[config.mk]
export PLATFORM = sky130hd
export DESIGN_NAME = fml_arb2
export DESIGN_NICKNAME = d
export VERILOG_FILES = /design/src/rtl/fml_arb2.sv
export SDC_FILE = /design/constraint.sdc
export NUM_CORES = 1
export LEC_CHECK = 0
export BUFFER_PORTS_ARGS = -buffer_cell sky130_fd_sc_hd__buf_2
export CAP_MARGIN = 20
export CORE_AREA = 2 2 114 116
export CTS_CLUSTER_DIAMETER = 120
export DETAILED_ROUTE_END_ITERATION = 8
export DIE_AREA = 0 0 116 118
export PLACE_DENSITY = 0.51
export SLEW_MARGIN = 25
export SYNTH_ARGS = -nofsm -noshare
export SYNTH_HDL_FRONTEND = slang
export SYNTH_SLANG_ARGS = --single-unit
[constraint.sdc]
create_clock -name clk -period 2.5 [get_ports clk]
set_input_delay 0.125 -clock clk [delete_from_list [all_inputs] [get_ports clk]]
set_output_delay 0.125 -clock clk [all_outputs]
set_load 0.03 [all_outputs]
[src/rtl/fml_arb2.sv]
// fml_arb2: two-master FML arbiter feeding the PSRAM controller's single FML slave port.
// m0 (CPU) and m1 (DMA/video) share the slave; the grant is held for a whole transaction or
// burst, every transaction is followed by one idle gap cycle, and a watchdog releases a grant
// whose slave never acknowledges.
module fml_arb2 #(
  parameter int unsigned ADR_W      = 23,
  parameter bit          PRIO_FIXED = 1'b0,
  parameter int unsigned TIMEOUT    = 1023
) (
  input  logic             clk,
  input  logic             rst,
  input  logic             ctrl_ready,

  input  logic [ADR_W-1:0] m0_adr,
  input  logic             m0_stb,
  input  logic             m0_we,
  input  logic [2:0]       m0_cti,
  input  logic [3:0]       m0_sel,
  input  logic [31:0]      m0_di,
  output logic             m0_eack,
  output logic [31:0]      m0_do,

  input  logic [ADR_W-1:0] m1_adr,
  input  logic             m1_stb,
  input  logic             m1_we,
  input  logic [2:0]       m1_cti,
  input  logic [3:0]       m1_sel,
  input  logic [31:0]      m1_di,
  output logic             m1_eack,
  output logic [31:0]      m1_do,

  output logic [ADR_W-1:0] s_adr,
  output logic             s_stb,
  output logic             s_we,
  output logic [2:0]       s_cti,
  output logic [3:0]       s_sel,
  output logic [31:0]      s_di,
  input  logic             s_eack,
  input  logic [31:0]      s_do,

  output logic             timeout_err
);

  typedef enum logic [1:0] {
    IDLE = 2'd0,
    GNT0 = 2'd1,
    GNT1 = 2'd2,
    GAP  = 2'd3
  } state_t;

  // Cycle-type codes that close a transaction on their ack.
  localparam logic [2:0] CTI_SINGLE = 3'd0;
  localparam logic [2:0] CTI_END    = 3'd7;

  // Watchdog fires on the cycle the count reaches its last value, giving TIMEOUT granted cycles.
  localparam logic [9:0] CNT_LAST = 10'(TIMEOUT - 1);

  state_t      state_q, state_d;
  logic        last_q, last_d;   // index of the most recently granted master
  logic [9:0]  count_q, count_d; // granted cycles without an ack
  logic        terr_q, terr_d;
  logic        pick_m1;          // arbitration decision while idle

  // State, last-granted flag, watchdog count and error pulse registers.
  always_ff @(posedge clk or posedge rst) begin
    if (rst) begin
      state_q <= IDLE;
      last_q  <= 1'b1;
      count_q <= '0;
      terr_q  <= 1'b0;
    end else begin
      state_q <= state_d;
      last_q  <= last_d;
      count_q <= count_d;
      terr_q  <= terr_d;
    end
  end

  // Slave-side mux: the granted master is passed straight through, everything else reads as zero.
  always_comb begin
    s_adr = '0;
    s_stb = 1'b0;
    s_we  = 1'b0;
    s_cti = '0;
    s_sel = '0;
    s_di  = '0;
    case (state_q)
      GNT0: begin
        s_adr = m0_adr;
        s_stb = m0_stb;
        s_we  = m0_we;
        s_cti = m0_cti;
        s_sel = m0_sel;
        s_di  = m0_di;
      end
      GNT1: begin
        s_adr = m1_adr;
        s_stb = m1_stb;
        s_we  = m1_we;
        s_cti = m1_cti;
        s_sel = m1_sel;
        s_di  = m1_di;
      end
      default: ;
    endcase
  end

  // Idle arbitration: a lone request wins; a tie goes to m0 when fixed, otherwise to the master not served last.
  always_comb begin
    pick_m1 = 1'b0;
    if (m0_stb && m1_stb) begin
      pick_m1 = !PRIO_FIXED && !last_q;
    end else if (m1_stb) begin
      pick_m1 = 1'b1;
    end
  end

  // Next-state logic: grant from idle, hold through bursts, release on completion/abort/watchdog, one gap cycle.
  always_comb begin
    state_d = state_q;
    last_d  = last_q;
    count_d = count_q;
    terr_d  = 1'b0;
    case (state_q)
      IDLE: begin
        if (ctrl_ready && (m0_stb || m1_stb)) begin
          state_d = pick_m1 ? GNT1 : GNT0;
          last_d  = pick_m1;
          count_d = '0;
        end
      end
      GNT0, GNT1: begin
        // s_stb/s_cti already carry the granted master's strobe and cycle type.
        if (!s_stb) begin
          state_d = GAP;
        end else if (s_eack) begin
          count_d = '0;
          if (s_cti == CTI_SINGLE || s_cti == CTI_END) begin
            state_d = GAP;
          end
        end else if (count_q == CNT_LAST) begin
          state_d = GAP;
          terr_d  = 1'b1;
        end else begin
          count_d = count_q + 10'd1;
        end
      end
      GAP: begin
        state_d = IDLE;
      end
      default: begin
        state_d = IDLE;
      end
    endcase
  end

  assign m0_eack     = s_eack && (state_q == GNT0);
  assign m1_eack     = s_eack && (state_q == GNT1);
  assign m0_do       = s_do;
  assign m1_do       = s_do;
  assign timeout_err = terr_q;

endmodule

==> summary.txt, run 1 <==
Run status
  – Outcome: finished clean

Min path
  – Worst Hold Launch: ctrl_ready
  – Worst Hold Class: in2reg
  – Worst hold stages: 2

Drt
  – Pre-antenna DRT Iters: 5
  – DR DRC count: 0
  – Routed length on met3: 669 um
  – Met1 WL: 3.51 mm
  – DR WL met2: 4.94 mm
  – Highest routed layer: met4
  – Via/cell ratio: 4.46
  – Avg WL per Cell: 15.2 um
  – Routed WL: 9.21 mm
  – Drt initial violations: 112
  – DR vias: 2703
  – Routed Antenna Nets: 0

Yosys
  – Ys Warns: 0
  – Synthesized flop and latch total: 14
  – Yosys cell types: 35
  – Post-synthesis sequential area ratio: 16.3%
  – Synthesized instance count: 313
  – Post-Syn Area: 2150 um^2
  – Syn Nets: 483
  – Syn_area_per_cell: 6.88 um^2

Global routing
  – Gr usage total: 12.3%
  – Vias in the first global route: 2525
  – Total global routing overflow: 0
  – First-pass GRT wire length: 13.2 mm
  – Largest net degree at the start of global routing: 62
  – Antenna violations before repair: 0

Setup path
  – CP required: 2.38 ns
  – Crit path max fanout: 47
  – Startpoint Class: register
  – Slowest stage delay, CP: 0.47 ns
  – Slowest CP cell: buf_4
  – Crit Path Class: reg2out
  – Worst R2R Path Depth: 7
  – Crit path DAT: 2.17 ns
  – Crit. End Element: output pin
  – Reg2Reg Launch Point: state_q[0]
  – Crit path launch: state_q[0]
  – CP Cell Sequence: inv_1 -> ha_1 -> inv_2 -> buf_4 -> nor2_1 -> buf_2

Placement
  – Placed insts: 601
  – Pre-CTS setup slack: 0.239 ns
  – Buffers on Ports: 198
  – Final HPWL DP: 7.78 mm
  – RD Place Congestion: 0.784

Floorplan
  – I/O Pins: 295
  – Die area: 13700 um^2
  – Initial Util: 17.4%
  – Chip Width: 116 um
  – Die H: 118 um
  – FP Rows: 41
  – Core Area: 12400 um^2

Cells and area
  – Nets@finish: 605
  – Layout area overhead: 35.7%
  – Layout cells sized above 1: 49.3%
  – Fill count: 1407
  – Non-filler cells in the finished layout: 606
  – # diodes: 0

STA
  – Period minus WS final: 2.30 ns
  – Max Clock Freq: 435 MHz
  – RSZ-0062 raised after global routing: false
  – Relative slew margins: 59.9%
  – Final period utilization: 92.0%
  – Clock skew: 0.00165 ns
  – Setup-failing EPs final: 0
  – Worst Tran Pin Value: 0.601 ns
  – Setup TNS Final: 0 ns
  – Max-slew violation count: 0
  – Final worst slack: 0.200 ns
  – Final hold viol count: 0

Power
  – PD cells: 1430 nW/um^2
  – Final Power: 0.00417 W
  – Peak VDD IR: 0.426 mV
  – Pleak: 1.56 nW

Clocking
  – H-Tree Depth: 1
  – Clock-pin slew on the worst setup and hold paths: 0.05 ns
  – CTS tree: built
  – Bufs on Longest Clock Path: 2
  – CTS root buffer: clkbuf_16
  – Post-CTS Resized: 0
  – Post-CTS Setup Inserts: 0
  – Number of buffers created by CTS: 3
  – Clock latency at the later pin of the worst-skew pair: 0.25 ns
  – Clock sinks: 14

Run
  – Max-cap violations: 0
cell usage after synthesis:
master	instances	area share (%)
or2_2	1	0.29
and2_1	3	0.87
o32a_1	1	0.46
ha_1	6	3.5
nor2_1	75	13
a22oi_1	64	22
mux2i_1	1	0.46
and3_1	1	0.29
or4_1	3	1.0
a31oi_1	2	0.58
nor4_1	1	0.29
nand4_1	3	0.87
nand3_2	1	0.46
o211a_1	1	0.46
nand2b_1	1	0.29
clkbuf_1	10	1.7
mux2_2	1	0.52
or3_1	2	0.58
buf_1	11	1.9
buf_6	1	0.52
o21ai_0	8	1.9
nand2_1	12	2.1
buf_4	64	22
o31ai_1	2	0.70
dfrtp_1	13	15
inv_1	5	0.87
o21ai_1	1	0.23
nand3_1	7	1.6
dfstp_2	1	1.2
a21oi_1	6	1.4
or4_4	1	0.52
a41oi_1	1	0.41
o22a_1	1	0.41
xor2_1	1	0.41
o21bai_1	1	0.35
area by class of cell:
cell class                      instances  area [um^2]  share of cell area (%)
Inverter                                5         18.8                   0.642
Multi-Input combinational cell        208         1220                    41.7
Tap cell                              172          215                    7.36
Timing Repair Buffer                  203         1030                    35.3
Sequential cell                        14          352                    12.0
Clock buffer                            4         88.8                    3.04
registers in the layout, indices dropped and copies added (netlist names):
signal	cells
timeout_err	1
count_q	10
state_q	2
last_q	1
critical path: cells and delay by family, from the launching register on:
kind | cells | cell delay [ns]
adders and majority gates | 1 | 0.30
DFF | 1 | 0.38
and+or+nand+nor | 1 | 0.14
buffers and inverters | 4 | 1.09
kinds of logic (layout without fill, tap and decap cells):
family                     Yosys count  after routing  share of synthesized area [%]
xor gates and xnor gates             1              1                          0.407
buffers and inverters               91            212                           27.4
and+or+nand+nor                    111            111                           22.3
AOI/OAI and AO/OA                   88             88                           29.2
muxes                                2              2                          0.987
adders and majority gates            6              6                           3.48
DFF                                 14             14                           16.3
repair_timing:
| item | 4_1_cts | 5_1_grt |
|---|---|---|
| endpoints found under the hold margin | 13 | 0 |
| endpoints found under the setup margin | 0 | 0 |
| hold buffers | 1 | 0 |
layer usage:
| metal | up-vias | track usage, % |
|---|---|---|
| li1 | 1286 | - |
| met1 | 1229 | 14.1 |
| met2 | 176 | 24.0 |
| met3 | 12 | 1.18 |
| met4 | 0 | 2.68 |
| met5 | - | 0 |
placed cells by master, fill, tap and decap left out, types with 2 or more instances in the layout:
cell type,Yosys,final
inv_1,5,4
or3_1,2,2
a21oi_1,6,6
o31ai_1,2,2
nand2_1,12,12
nor2_1,75,75
buf_2,0,198
o21ai_0,8,8
ha_1,6,4
or4_1,3,3
ha_2,0,2
nand4_1,3,3
and2_1,3,3
dfrtp_1,13,13
buf_4,64,4
nand3_1,7,7
a22oi_1,64,64
clkbuf_16,0,3
a31oi_1,2,2
power by group:
group          switching, W  total [W]  internal (W)  leakage [nW]
registers         0.0000301   0.000302      0.000271         0.187
logic               0.00258    0.00353      0.000949          1.33
clock network      0.000102   0.000345      0.000243        0.0442
metrics by stage:
stage	hold slack (ns)	util [%]	area, um^2
floorplan	0.0135	-	2150
global placement	0.218	22.8	2830
finish	0.0918	23.6	2920
detailed placement	0.216	22.8	2830
CTS	0.0993	23.6	2920
global route	0.118	23.6	2920
final timing paths:
kind                               end  slack [ns]
setup / recovery              s_adr[3]        0.20
hold / removal                  last_q        0.09
setup reg to reg            count_q[6]        0.24
hold reg to reg             count_q[7]        0.53
max in group asynchronous   count_q[1]        1.64
min in group asynchronous  timeout_err        0.48
No activity file was read; power rests on OpenSTA's default activity.
==> run 2: changes to the inputs <==
--- a/config.mk
+++ b/config.mk
@@ -5,13 +5,14 @@
 export SDC_FILE = /design/constraint.sdc
 export NUM_CORES = 1
 export LEC_CHECK = 0
+export ABC_AREA = 1
 export BUFFER_PORTS_ARGS = -buffer_cell sky130_fd_sc_hd__buf_2
 export CAP_MARGIN = 20
-export CORE_AREA = 2 2 114 116
+export CORE_AREA = 2 2 115 117
 export CTS_CLUSTER_DIAMETER = 120
 export DETAILED_ROUTE_END_ITERATION = 8
-export DIE_AREA = 0 0 116 118
-export PLACE_DENSITY = 0.51
+export DIE_AREA = 0 0 117 119
+export PLACE_DENSITY = 0.53
 export SLEW_MARGIN = 25
 export SYNTH_ARGS = -nofsm -noshare
 export SYNTH_HDL_FRONTEND = slang
==> run 2 against run 1 <==
  * Routed wire length is 11% higher
  * Flip-flop and latch count stayed put
  * Count of clock-buffer cells in the layout did not move
  * First-iteration DRC count up 81%
  * Final area rose by 11%
  * Non-clock buffer count increased by 2
  * Area after synthesis increased by 14%
  * Maximum frequency rose by 5.4%
  * Worst setup slack improved by 0.12 ns
  * Critical path type unchanged
  * Highest routed layer unchanged
==> summary.txt, run 2 <==
Drt
  – Avg WL per Cell: 14.0 um (-8.0%)
  – DR vias: 3006 (+11%)
  – Pre-antenna DRT Iters: 6 (+1)
  – DR DRC count: 0 (unchanged)
  – Routed WL: 10.2 mm (+11%)
  – Routed Antenna Nets: 0 (unchanged)
  – Via/cell ratio: 4.12 (-7.7%)
  – Drt initial violations: 203 (+81%)

Yosys
  – Synthesized instance count: 431 (+38%)
  – Ys Warns: 0 (unchanged)
  – Area share of the largest cell type after synthesis: 27.7% (+5.4 points)
  – Synth Flop Type: dfrtp_1
  – Post-synthesis sequential area ratio: 14.3% (-2.1 points)
  – EDFF count, synth: 0 (unchanged)
  – Most common cell in the netlist: nand2_1
  – Post-Syn Area: 2470 um^2 (+14%)
  – Top post-synthesis cells by area: nand2_1, buf_4, dfrtp_1, a21oi_1, inv_1
  – Yosys cell types: 31 (-11%)
  – Synthesized flop and latch total: 14 (unchanged)
  – Syn_area_per_cell: 5.72 um^2 (-17%)
  – Asr flop ratio synth: 100% (unchanged)
  – Syn Nets: 601 (+24%)
  – Top cell type by total area after synthesis: nand2_1
  – Commonest cells post-synth: nand2_1, buf_4, a21oi_1, inv_1, dfrtp_1

STA
  – Period minus WS final: 2.18 ns (-0.117 ns)
  – Final hold viol count: 0 (unchanged)
  – Clock skew: 0.000717 ns (-0.000938 ns)
  – Max Clock Freq: 458 MHz (+5.4%)
  – Setup-failing EPs final: 0 (unchanged)
  – Max-slew violation count: 0 (unchanged)
  – Final period utilization: 87.3% (-4.7 points)
  – RSZ-0062 raised after global routing: false
  – Setup TNS Final: 0 ns (unchanged)
  – Relative slew margins: 60.4% (+0.47 points)
  – Worst Tran Pin Value: 0.593 ns (-0.00771 ns)

Cells and area
  – Fill count: 1500 (+6.6%)
  – Nets@finish: 725 (+20%)
  – Commonest non-fill, non-tap cell in the layout: buf_2
  – Most frequent cells in the layout: buf_2, nand2_1, a21oi_1
  – Max reg flops: 10 (unchanged)
  – Top Registers: count_q x10, state_q x2
  – Layout area overhead: 31.8%
  – Finished Core Util: 25.2% (+1.7 points)
  – Layout cells sized above 1: 41.3% (-8.0 points)
  – Largest Register: count_q
  – # diodes: 0 (unchanged)

Setup path
  – Crit path max fanout: 37 (-21%)
  – Crit Path Class: reg2out
  – Slowest stage delay, CP: 0.57 ns (+0.10 ns)
  – Crit path DAT: 2.06 ns (-0.11 ns)
  – Startpoint Class: register
  – CP required: 2.38 ns (about the same)
  – CP Cell Sequence: inv_1 -> ha_1 -> inv_2 -> buf_4 -> a21oi_1 -> buf_2
  – Bufs and invs on worst path: 4 (unchanged)
  – Crit path max-delay family: buffers and inverters
  – Crit. End Element: output pin
  – Slowest CP cell: ha_1

Clocking
  – Clock latency at the later pin of the worst-skew pair: 0.25 ns (about the same)
  – Post-CTS Resized: 0 (unchanged)
  – Clock sinks: 14 (unchanged)
  – H-Tree Depth: 1 (unchanged)
  – Clock-pin slew on the worst setup and hold paths: 0.05 ns (about the same)
  – Number of buffers created by CTS: 3 (unchanged)
  – Bufs on Longest Clock Path: 2 (unchanged)
  – CTS tree: built
  – CTS root buffer: clkbuf_16
  – Post-CTS Setup Inserts: 0 (unchanged)

Global routing
  – Total global routing overflow: 0 (unchanged)
  – Gr usage total: 13.1% (+0.83 points)
  – First-pass GRT wire length: 14.5 mm (+10%)
  – Vias in the first global route: 2784 (+10%)
  – Antenna violations before repair: 0 (unchanged)
  – Largest net degree at the start of global routing: 40 (-35%)

Floorplan
  – Die H: 119 um (+0.85%)
  – Initial Util: 19.2% (+1.8 points)
  – I/O Pins: 295 (unchanged)
  – Core Area: 12900 um^2 (+3.7%)
  – Chip Width: 117 um (+0.86%)
  – Die area: 13900 um^2 (+1.7%)
  – FP Rows: 42 (+2.4%)

Power
  – PD cells: 1210 nW/um^2 (-15%)
  – Final Power: 0.00393 W (-6.0%)
  – Peak VDD IR: 0.572 mV (+34%)
  – Pleak: 1.79 nW (+15%)

Placement
  – Buffers on Ports: 198 (unchanged)
  – RD Place Congestion: 0.827 (+5.4%)
  – Final HPWL DP: 8.30 mm (+6.8%)

Min path
  – Worst Hold Class: in2reg

Run
  – Max-cap violations: 0 (unchanged)

Run status
  – Outcome: finished clean
-- run 2: area by class of cell --
cell class,count,area (um^2),area share [%]
timing repair buffer,205,1060,32.6
tap,176,220,6.78
inverter,28,105,3.23
clock buffer,4,88.8,2.73
multi-input combinational,303,1430,43.9
sequential,14,352,10.8
-- run 2: worst paths after layout --
| kind | from | end | slack, ns | cells after the start |
|---|---|---|---|---|
| setup / recovery | state_q[0] | s_di[3] | 0.32 | 6 |
| hold / removal | ctrl_ready | last_q | 0.20 | 3 |
| setup reg to reg | state_q[0] | count_q[0] | 0.53 | 9 |
| hold reg to reg | last_q | last_q | 0.50 | 2 |
| max in group asynchronous | rst | count_q[3] | 1.63 | 3 |
| min in group asynchronous | rst | timeout_err | 0.48 | 3 |
-- run 2: what timing repair did --
item	in CTS	in global routing
hold buffers	1	0
endpoints found under the hold margin	13	0
endpoints found under the setup margin	0	0
-- run 2: worst min-delay path, cell delays in order --
cell and delay, ns:
buf_2 0.11, o211ai_1 0.11, o21ai_0 0.09
-- run 2: cells by family after synthesis --
logic type,after synthesis,share of synthesized area [%]
adders and majority gates,6,3.04
and+or+nand+nor,219,37.4
AOI/OAI and AO/OA,78,17.1
buffers and inverters,114,28.2
DFF,14,14.3
-- run 2: layer usage --
metal	vias up	global-route usage [%]	routed length [um]	share of wire (%)
met5	-	0	0	0
met4	0	1.91	77	0.75
met3	7	3.77	953	9.3
met2	143	22.5	4670	46
met1	1314	16.6	4500	44
li1	1542	-	-	-
-- run 2: stage by stage --
step	instance area (um^2)	hold WS (ns)	std cells	setup WS, ns
after detailed placement	3150	0.232	725	0.538
after floorplan	2470	0.0135	431	0.726
after CTS	3250	0.197	730	0.305
after global routing	3250	0.240	730	0.133
after global placement	3150	0.231	725	0.548
final	3250	0.196	730	0.317
-- run 2: power breakdown --
part	internal (W)	leakage, nW	switching [W]	total [W]
clock	0.000243	0.0442	0.000105	0.000348
combinational	0.000868	1.56	0.00241	0.00328
sequential	0.000269	0.188	0.0000268	0.000295
